==> src/rtl/audio_voice_mixer.sv <==
// audio_voice_mixer: multi-voice sample player mixing shifted voices into one saturated mono sample
module audio_voice_mixer #(
  parameter int NUM_VOICES = 4,
  parameter int ADDR_W = 17,
  parameter int DATA_W = 16
) (
  input  logic clk_i,
  input  logic rst_i,
  input  logic sample_tick_i,
  input  logic [NUM_VOICES-1:0] play_i,
  input  logic [NUM_VOICES-1:0] stop_i,
  input  logic [NUM_VOICES-1:0] voice_loop_i,
  input  logic [2*NUM_VOICES-1:0] voice_vol_i,
  input  logic [ADDR_W*NUM_VOICES-1:0] voice_base_i,
  input  logic [ADDR_W*NUM_VOICES-1:0] voice_len_i,
  output logic mem_rd_o,
  output logic [ADDR_W-1:0] mem_addr_o,
  input  logic [DATA_W-1:0] mem_data_i,
  output logic [DATA_W-1:0] sample_out_o,
  output logic sample_valid_o,
  output logic [NUM_VOICES-1:0] voice_active_o,
  output logic [NUM_VOICES-1:0] voice_done_o,
  output logic overrun_o
);
  localparam int VW = NUM_VOICES > 1 ? $clog2(NUM_VOICES) : 1;
  localparam int AW = DATA_W + 3;
  localparam logic signed [AW-1:0] SMAX = AW'((1 << (DATA_W - 1)) - 1);
  localparam logic signed [AW-1:0] SMIN = ~SMAX;
  localparam logic [VW-1:0] LAST = VW'(NUM_VOICES - 1);
  typedef enum logic [1:0] {IDLE, ISSUE, ACCUM, OUT} state_t;
  state_t state_q;
  logic [VW-1:0] v_q, v_d;
  logic signed [AW-1:0] acc_q, acc_d, ext, shifted;
  logic [NUM_VOICES-1:0] play_pend_q, stop_pend_q, active_q, done_q;
  logic [ADDR_W-1:0] ptr_q [NUM_VOICES];
  logic mem_rd_q, sample_valid_q, overrun_q, frame_start;
  logic [ADDR_W-1:0] mem_addr_q, addr_nx, addr0;
  logic [DATA_W-1:0] sample_out_q, sat;
  logic [ADDR_W-1:0] base [NUM_VOICES];
  logic [ADDR_W-1:0] len [NUM_VOICES];
  logic [1:0] vol [NUM_VOICES];
  logic [NUM_VOICES-1:0] req_play, req_stop, restart, start_act, wrap, adv_act, adv_done;
  logic [ADDR_W-1:0] start_ptr [NUM_VOICES];
  logic [ADDR_W-1:0] adv_ptr [NUM_VOICES];
  assign mem_rd_o = mem_rd_q;
  assign mem_addr_o = mem_addr_q;
  assign sample_out_o = sample_out_q;
  assign sample_valid_o = sample_valid_q;
  assign voice_active_o = active_q;
  assign voice_done_o = done_q;
  assign overrun_o = overrun_q;
  // Frame-start request resolution, end-of-frame pointer advance, mixing and saturation
  always_comb begin
    req_play = play_pend_q | play_i;
    req_stop = stop_pend_q | stop_i;
    frame_start = state_q == IDLE && sample_tick_i;
    for (int i = 0; i < NUM_VOICES; i++) begin
      base[i] = voice_base_i[i*ADDR_W +: ADDR_W];
      len[i] = voice_len_i[i*ADDR_W +: ADDR_W];
      vol[i] = voice_vol_i[2*i +: 2];
      restart[i] = req_play[i] && len[i] != '0 && !req_stop[i];
      start_act[i] = !req_stop[i] && (active_q[i] || restart[i]);
      start_ptr[i] = (restart[i] || req_stop[i]) ? '0 : ptr_q[i];
      wrap[i] = ({1'b0, ptr_q[i]} + 1'b1) >= {1'b0, len[i]};
      adv_act[i] = active_q[i] && (!wrap[i] || voice_loop_i[i]);
      adv_done[i] = active_q[i] && wrap[i] && !voice_loop_i[i];
      adv_ptr[i] = !active_q[i] ? ptr_q[i] : wrap[i] ? '0 : ptr_q[i] + 1'b1;
    end
    v_d = v_q + 1'b1;
    addr0 = base[0] + start_ptr[0];
    addr_nx = base[v_d] + ptr_q[v_d];
    ext = $signed({{3{mem_data_i[DATA_W-1]}}, mem_data_i});
    shifted = ext >>> vol[v_q];
    acc_d = active_q[v_q] ? acc_q + shifted : acc_q;
    sat = acc_q > SMAX ? SMAX[DATA_W-1:0] : acc_q < SMIN ? SMIN[DATA_W-1:0] : acc_q[DATA_W-1:0];
  end
  // Frame sequencer: one read slot and one accumulate slot per voice, then output and advance
  always_ff @(posedge clk_i or posedge rst_i) begin
    if (rst_i) begin
      state_q <= IDLE;
      v_q <= '0;
      acc_q <= '0;
      play_pend_q <= '0;
      stop_pend_q <= '0;
      active_q <= '0;
      done_q <= '0;
      for (int i = 0; i < NUM_VOICES; i++) ptr_q[i] <= '0;
      mem_rd_q <= 1'b0;
      mem_addr_q <= '0;
      sample_out_q <= '0;
      sample_valid_q <= 1'b0;
      overrun_q <= 1'b0;
    end else begin
      sample_valid_q <= 1'b0;
      done_q <= '0;
      overrun_q <= overrun_q || (sample_tick_i && state_q != IDLE);
      play_pend_q <= frame_start ? '0 : req_play;
      stop_pend_q <= frame_start ? '0 : req_stop;
      case (state_q)
        IDLE: if (sample_tick_i) begin
          active_q <= start_act;
          ptr_q <= start_ptr;
          acc_q <= '0;
          v_q <= '0;
          mem_rd_q <= start_act[0];
          if (start_act[0]) mem_addr_q <= addr0;
          state_q <= ISSUE;
        end
        ISSUE: begin
          mem_rd_q <= 1'b0;
          state_q <= ACCUM;
        end
        ACCUM: begin
          acc_q <= acc_d;
          if (v_q == LAST) state_q <= OUT;
          else begin
            v_q <= v_d;
            mem_rd_q <= active_q[v_d];
            if (active_q[v_d]) mem_addr_q <= addr_nx;
            state_q <= ISSUE;
          end
        end
        default: begin
          sample_out_q <= sat;
          sample_valid_q <= 1'b1;
          active_q <= adv_act;
          done_q <= adv_done;
          ptr_q <= adv_ptr;
          state_q <= IDLE;
        end
      endcase
    end
  end
endmodule

==> config.mk <==
export PLATFORM = sky130hd
export DESIGN_NAME = audio_voice_mixer
export DESIGN_NICKNAME = d
export VERILOG_FILES = /design/src/rtl/audio_voice_mixer.sv
export SDC_FILE = /design/constraint.sdc
export NUM_CORES = 1
export LEC_CHECK = 0
export BUFFER_PORTS_ARGS = -buffer_cell sky130_fd_sc_hd__buf_2
export CORE_MARGIN = 2
export CORE_UTILIZATION = 25
export CTS_BUF_LIST = sky130_fd_sc_hd__clkbuf_8
export DETAILED_ROUTE_END_ITERATION = 16
export GPL_TIMING_DRIVEN = 0
export PLACE_DENSITY = 0.54
export SLEW_MARGIN = 20
export SYNTH_ARGS = -nofsm -noshare
export SYNTH_HDL_FRONTEND = slang
export SYNTH_SLANG_ARGS = --single-unit
==> constraint.sdc <==
create_clock -name clk_i -period 5.1 [get_ports clk_i]
set_clock_uncertainty 0.15 [all_clocks]
set_input_delay 0.51 -clock clk_i [delete_from_list [all_inputs] [get_ports clk_i]]
set_output_delay 0.51 -clock clk_i [all_outputs]
set_load 0.005 [all_outputs]
-- Word level (Yosys, flattened, before mapping)
Cells that the tools add are included.
- register bits after elaboration: 143
- bits in latches: 0
- bits in writable memories: 0
- memory bits (read-only): 0
- bits of input ports: 175
- output and inout bits: 44
- word-level logic and storage cells: 181
- memories: 0
- add/sub/neg operators: 12
- multipliers: 0
- divide/modulo/power cells: 0
- order comparisons: 10
- equal/unequal tests: 11
- shifts and indexed selects: 1
- multiplexer cells: 52
- bitwise logic cells: 5
- reductions and logical operators: 74
- operators with widths (operator ; count):
    two-way mux 17 bit ; 20
    case mux 68 bit (2 select lines) ; 1
    adder 17 x 1 -> 18 bit (second input constant) ; 4
    >= comparator 18 x 17 -> 1 bit ; 4
    adder 17 x 1 -> 17 bit (second input constant) ; 4
    binary-select mux 17 bit (select 2 bit) ; 2
    two-way mux 68 bit ; 1
    nonzero test 17 bit ; 4
    two-way mux 19 bit ; 2
    case mux 19 bit (2 select lines) ; 1
    adder 17 bit ; 2
    case mux 17 bit (2 select lines) ; 1
    two-way mux 16 bit ; 2
    logical AND 1 bit ; 26
    adder 19 bit ; 1
    greater-than comparator 19 x 16 -> 1 bit (second input constant) ; 1
    less-than comparator 19 x 16 -> 1 bit (second input constant) ; 1
    >>> shifter 16 x 2 -> 19 bit ; 1
    two-way mux 4 bit ; 4
    logical OR 1 bit ; 13
    zero test 1 bit ; 12
    two-way mux 2 bit ; 6
    AND reduction 3 bit ; 4
    AND reduction 4 bit ; 3
    other kinds (24) ; 45

-- Longest topological paths before layout
- word-level depth: 9
- mapped depth: 17
- depth with buffers taken out: 16

-- Least setup slack after synthesis
OpenSTA, ideal clock, no wires.
- path kind: input-to-reg
- from: input port voice_vol_i[6]
- to: register acc_q[16]
- arrival: 3881 ps
- data required time: 4814 ps
- setup slack: 933 ps
- stages: 15
- path buffers: 2
- cells stage by stage: mux4_2 buf_2 buf_1 a211oi_1 a21oi_1 ha_1 fa_1 a21o_1 a221o_1 o41ai_2 o21ai_1 or2_1 a31oi_1 xor2_1 o31ai_1
- word-level cells in the longest chain between the ends: 7
- ends and longest elaborated chain (what ; line ; source):
    start, declared ; 13 ; input logic [2*NUM_VOICES-1:0] voice_vol_i,
    binary-select mux 2 bit (select 2 bit) ; 73 ; shifted = ext >>> vol[v_q];
    two-way mux 2 bit (not written as such) (2 in series) ; 73 ;
    >>> shifter 16 x 2 -> 19 bit ; 73 ;
    adder 19 bit ; 74 ; acc_d = active_q[v_q] ? acc_q + shifted : acc_q;
    two-way mux 19 bit ; 74 ;
    case mux 19 bit (2 select lines) ; 99 ; case (state_q)
    end signal, assigned ; 82 ; acc_q <= '0;
    end signal, assigned ; 103 ; acc_q <= '0;
    end signal, assigned ; 114 ; acc_q <= acc_d;
    end, declared ; 33 ; logic signed [AW-1:0] acc_q, acc_d, ext, shifted;
No other way between the ends. The select of a mux whose other input is x is not followed.
A chain may end at the register's enable or synchronous reset.

-- Final worst setup path
- from: register v_q[0]
- to: register acc_q[16]
- word-level cells in the longest chain between the ends: 8
- elaborated cells between the ends (all ways): 12
- classes of those cells: add/sub: 1; eq/ne: 1; shift: 1; mux: 7; bitwise: 1; reduce/logical: 1
- ends and longest elaborated chain (what ; line ; source):
    start, declared ; 32 ; logic [VW-1:0] v_q, v_d;
    start signal, assigned ; 117 ; v_q <= v_d;
    inverter 2 -> 3 bit (not written as such) ; 73 ;
    binary-select mux 2 bit (select 2 bit) ; 73 ;
    two-way mux 2 bit (not written as such) (2 in series) ; 73 ;
    >>> shifter 16 x 2 -> 19 bit ; 73 ;
    adder 19 bit ; 74 ;
    two-way mux 19 bit ; 74 ;
    case mux 19 bit (2 select lines) ; 99 ;
Parallel ways exist; a longest one is shown, timed or not. The select of a mux whose other input is x is not followed.

==> flow_summary.yaml <==
logic_synthesis:
  synth_ff_type: "dfrtp_1"
  synth_area_mm2: 0.0124
  syn_avg_cell_area_um2: 9.09
  seq_area_frac_synth_pct: 28.8
  synth_edf_count: 0
  synth_common_cells: "dfrtp_1 (143), ha_1 (126), nand2_1 (113)"
  synth-seq-cells: 143
  synth.most_common_cell: "dfrtp_1"
  ys_warn_count: 0
  synth_area_leaders: "dfrtp_1 (29%), ha_1 (13%), mux4_2 (6.7%), xnor2_1 (4.4%), nand2_1 (3.4%)"
  synth.largest_area_cell: "dfrtp_1"
  async_reset_ff_share_pct: 100
  synth.distinct_cells: 71
  synthesis.instances: 1365
  synth_fp_nets: 1669
  synth.top_cell.area_share_pct: 28.8
route:
  drtAntennaViolNets: 0
  num_vias: 11500
  first_pass_iters: 5
  route.detailed.drc: 0
  viasPerCell: 5.04
  finalWirelength_mm: 42.9
  drtIter0Drc: 760
  wl_per_cell_um: 18.8
timing:
  fin_crit_ns: 4.83
  setup_slack_ns: 0.271
  hold_violations: 0
  timing.fmax_mhz: 207
  rsz0062_at_grt: "no"
  slew_violations: 0
  fin_hold_ws_ns: 0.0810
  fin_crit_sh_pct: 94.7
  relSlewSlack_pct: 29.3
  setup_viol: 0
  tightest_slew_ns: 1.06
grt:
  grt_max_degree: 89
  grt_pass1_vias: 11100
  grt_use_met3_pct: 2.77
  grtUsageMet1_pct: 22.4
  overflow: 0
  grt_pass1_wl_mm: 64.9
  grtUsageMet2_pct: 26.9
  gr-max-usage-layer: "met2"
  grt_usage_pct: 16.7
  antenna_found_initial: 3
floorplan:
  row_count: 81
  start_util_pct: 25.3
  fp.dieH_um: 227
  core_area_mm2: 0.0490
  die_x_um: 227
  pin_count: 219
  die-area_mm2: 0.0514
worst_setup_path:
  r2r-start: "v_q[0]"
  crit_path_start_kind: "register"
  end_kind: "register"
  rrSetupSlack_ns: 0.27
  crit_type: "register to register"
  cp.required_ns: 5.28
  worstPathMaxFanout: 10
  worst-r2r-cell-count: 15
  reg2reg_to: "acc_q[16]"
  critPathArrivalTime_ns: 5.01
placed_design:
  finalWeightedCongestion: 0.871
  place_hpwl_mm: 35.2
  port_buffers: 218
  place_inst: 2248
  dp_worst_setup_slack_ns: 0.105
finish:
  utilization_pct: 30.2
  stdcell_count: 2281
  nets: 1908
  drive_gt1_share_pct: 20.9
  area_growth_syn_to_layout_pct: 19.4
worst_hold_path:
  holdPathStages: 2
  min_from: "voice_loop_i[3]"
  hold_path.class: "input port to register"
  min_to: "voice_done_o[3]"
cts:
  cts_root_buf: "clkbuf_8"
  clock_latency_ns: 0.48
  htree_levels: 4
  clock_path_buffers: 2
  cts_tree: "yes"
  cts.sinks: 143
  clkSlewWorstSetupHoldPaths_ns: 0.09
  cts_inserted_buffers: 17
  cts_setup_buffers: 0
power_and_ir_drop:
  peakVddDrop_v: 0.000204
  power.density_mw_per_mm2: 453
  leakage_nw: 7.31
  p_total_mw: 6.70
job:
  max_cap_violations: 0
run_status:
  status: "completed"
==> where the power goes <==
group,switching (mW),total [mW],internal [mW],leakage (nW)
Clock,0.485,1.04,0.552,0.219
Sequential,0.304,1.73,1.42,1.88
Combinational,2.38,3.94,1.56,5.21
Total,3.17,6.70,3.53,7.31
==> repair_timing <==
| item | 4_1_cts | 5_1_grt |
|---|---|---|
| hold buffers | 1 | 0 |
| resized for setup | 0 | 1 |
| endpoints found under the setup margin | 0 | 1 |
| hold endpoints to repair | 55 | 0 |
==> worst max-delay path by stage <==
stage,start,to,slack [ns],cells after the start
4_1_cts,v_q[0],acc_q[16],0.13,15
5_1_grt,v_q[0],acc_q[16],0.09,15
3_3_place_gp,rst_i,ptr_q[59],-1.65,2
3_5_place_dp,voice_len_i[9],mem_addr_o[16],0.10,18
2_1_floorplan,rst_i,acc_q[0],0.60,1
6_report,v_q[0],acc_q[16],0.27,15
==> routing by layer <==
layer	wire length [um]	share of wire [%]
met3	2860	6.7
met2	19300	45
met4	1510	3.5
met5	0	0
met1	19200	45
==> placed cells by master, fill, tap and decap left out, drive strengths merged, types with 9 or more instances in the layout <==
cell type and count:
nand3 46, o22ai 19, a22o 21, a21o 38, dfrtp 143, a21oi 61
nor3 21, ha 126, nor2b 13, o31ai 10, nand2b 25, xor2 37
and3 24, buf 238, mux4 37, a32o 27, nand2 113, o211ai 9
nor2 94, a31oi 14, xnor2 64, nand4 17, and2 18, clkbuf 52
a211oi 16, mux2i 33, o21a 10, nor4 19, inv 108, o21ai 70
o21bai 10
==> worst max-delay path, stage by stage (launching register included) <==
cell,delay [ns]
dfrtp_1,0.54
clkbuf_4,0.41
mux4_2,0.54
buf_2,0.20
a211oi_1,0.21
a21oi_1,0.09
ha_1,0.23
fa_1,0.41
a21o_1,0.19
a221o_1,0.34
o41ai_2,0.41
o21ai_1,0.18
or2_1,0.27
a31oi_1,0.21
xor2_1,0.22
o31ai_1,0.09
==> cell type report <==
class | instances | area (um^2)
Antenna cell | 1 | 2.50
Buffer | 52 | 223
Clock buffer | 19 | 262
Clock inverter | 12 | 168
Fill cell | 5211 | 34100
Inverter | 107 | 409
Multi-Input combinational cell | 1063 | 8210
Sequential cell | 143 | 3580
Tap cell | 664 | 831
Timing Repair Buffer | 220 | 1130
==> metrics by stage <==
stage,cell area (um^2),setup TNS (ns)
floorplan,12400,0
detailed placement,14400,0
CTS,14800,0
global placement,14300,-233.47
global route,14800,0
finish,14800,0
==> cell families (layout without fill, tap and decap cells) <==
logic type,Yosys count,count (layout),share of synthesized area (%)
buffers and inverters,159,410,5.01
AOI/OAI and AO/OA,341,341,19.3
DFF,143,143,28.8
and+or+nand+nor,418,418,16.7
xor gates and xnor gates,101,101,7.19
adders and majority gates,129,129,13.2
other,0,1,0
muxes,74,74,9.74
==> sequential cells by signal (all words and copies together), names as in the netlist, 4 cells and up <==
register        flops
sample_out_o       16
play_pend_q         4
ptr_q              68
stop_pend_q         4
voice_done_o        4
mem_addr_o         17
acc_q              19
voice_active_o      4
No activity file was read; power rests on OpenSTA's default activity.
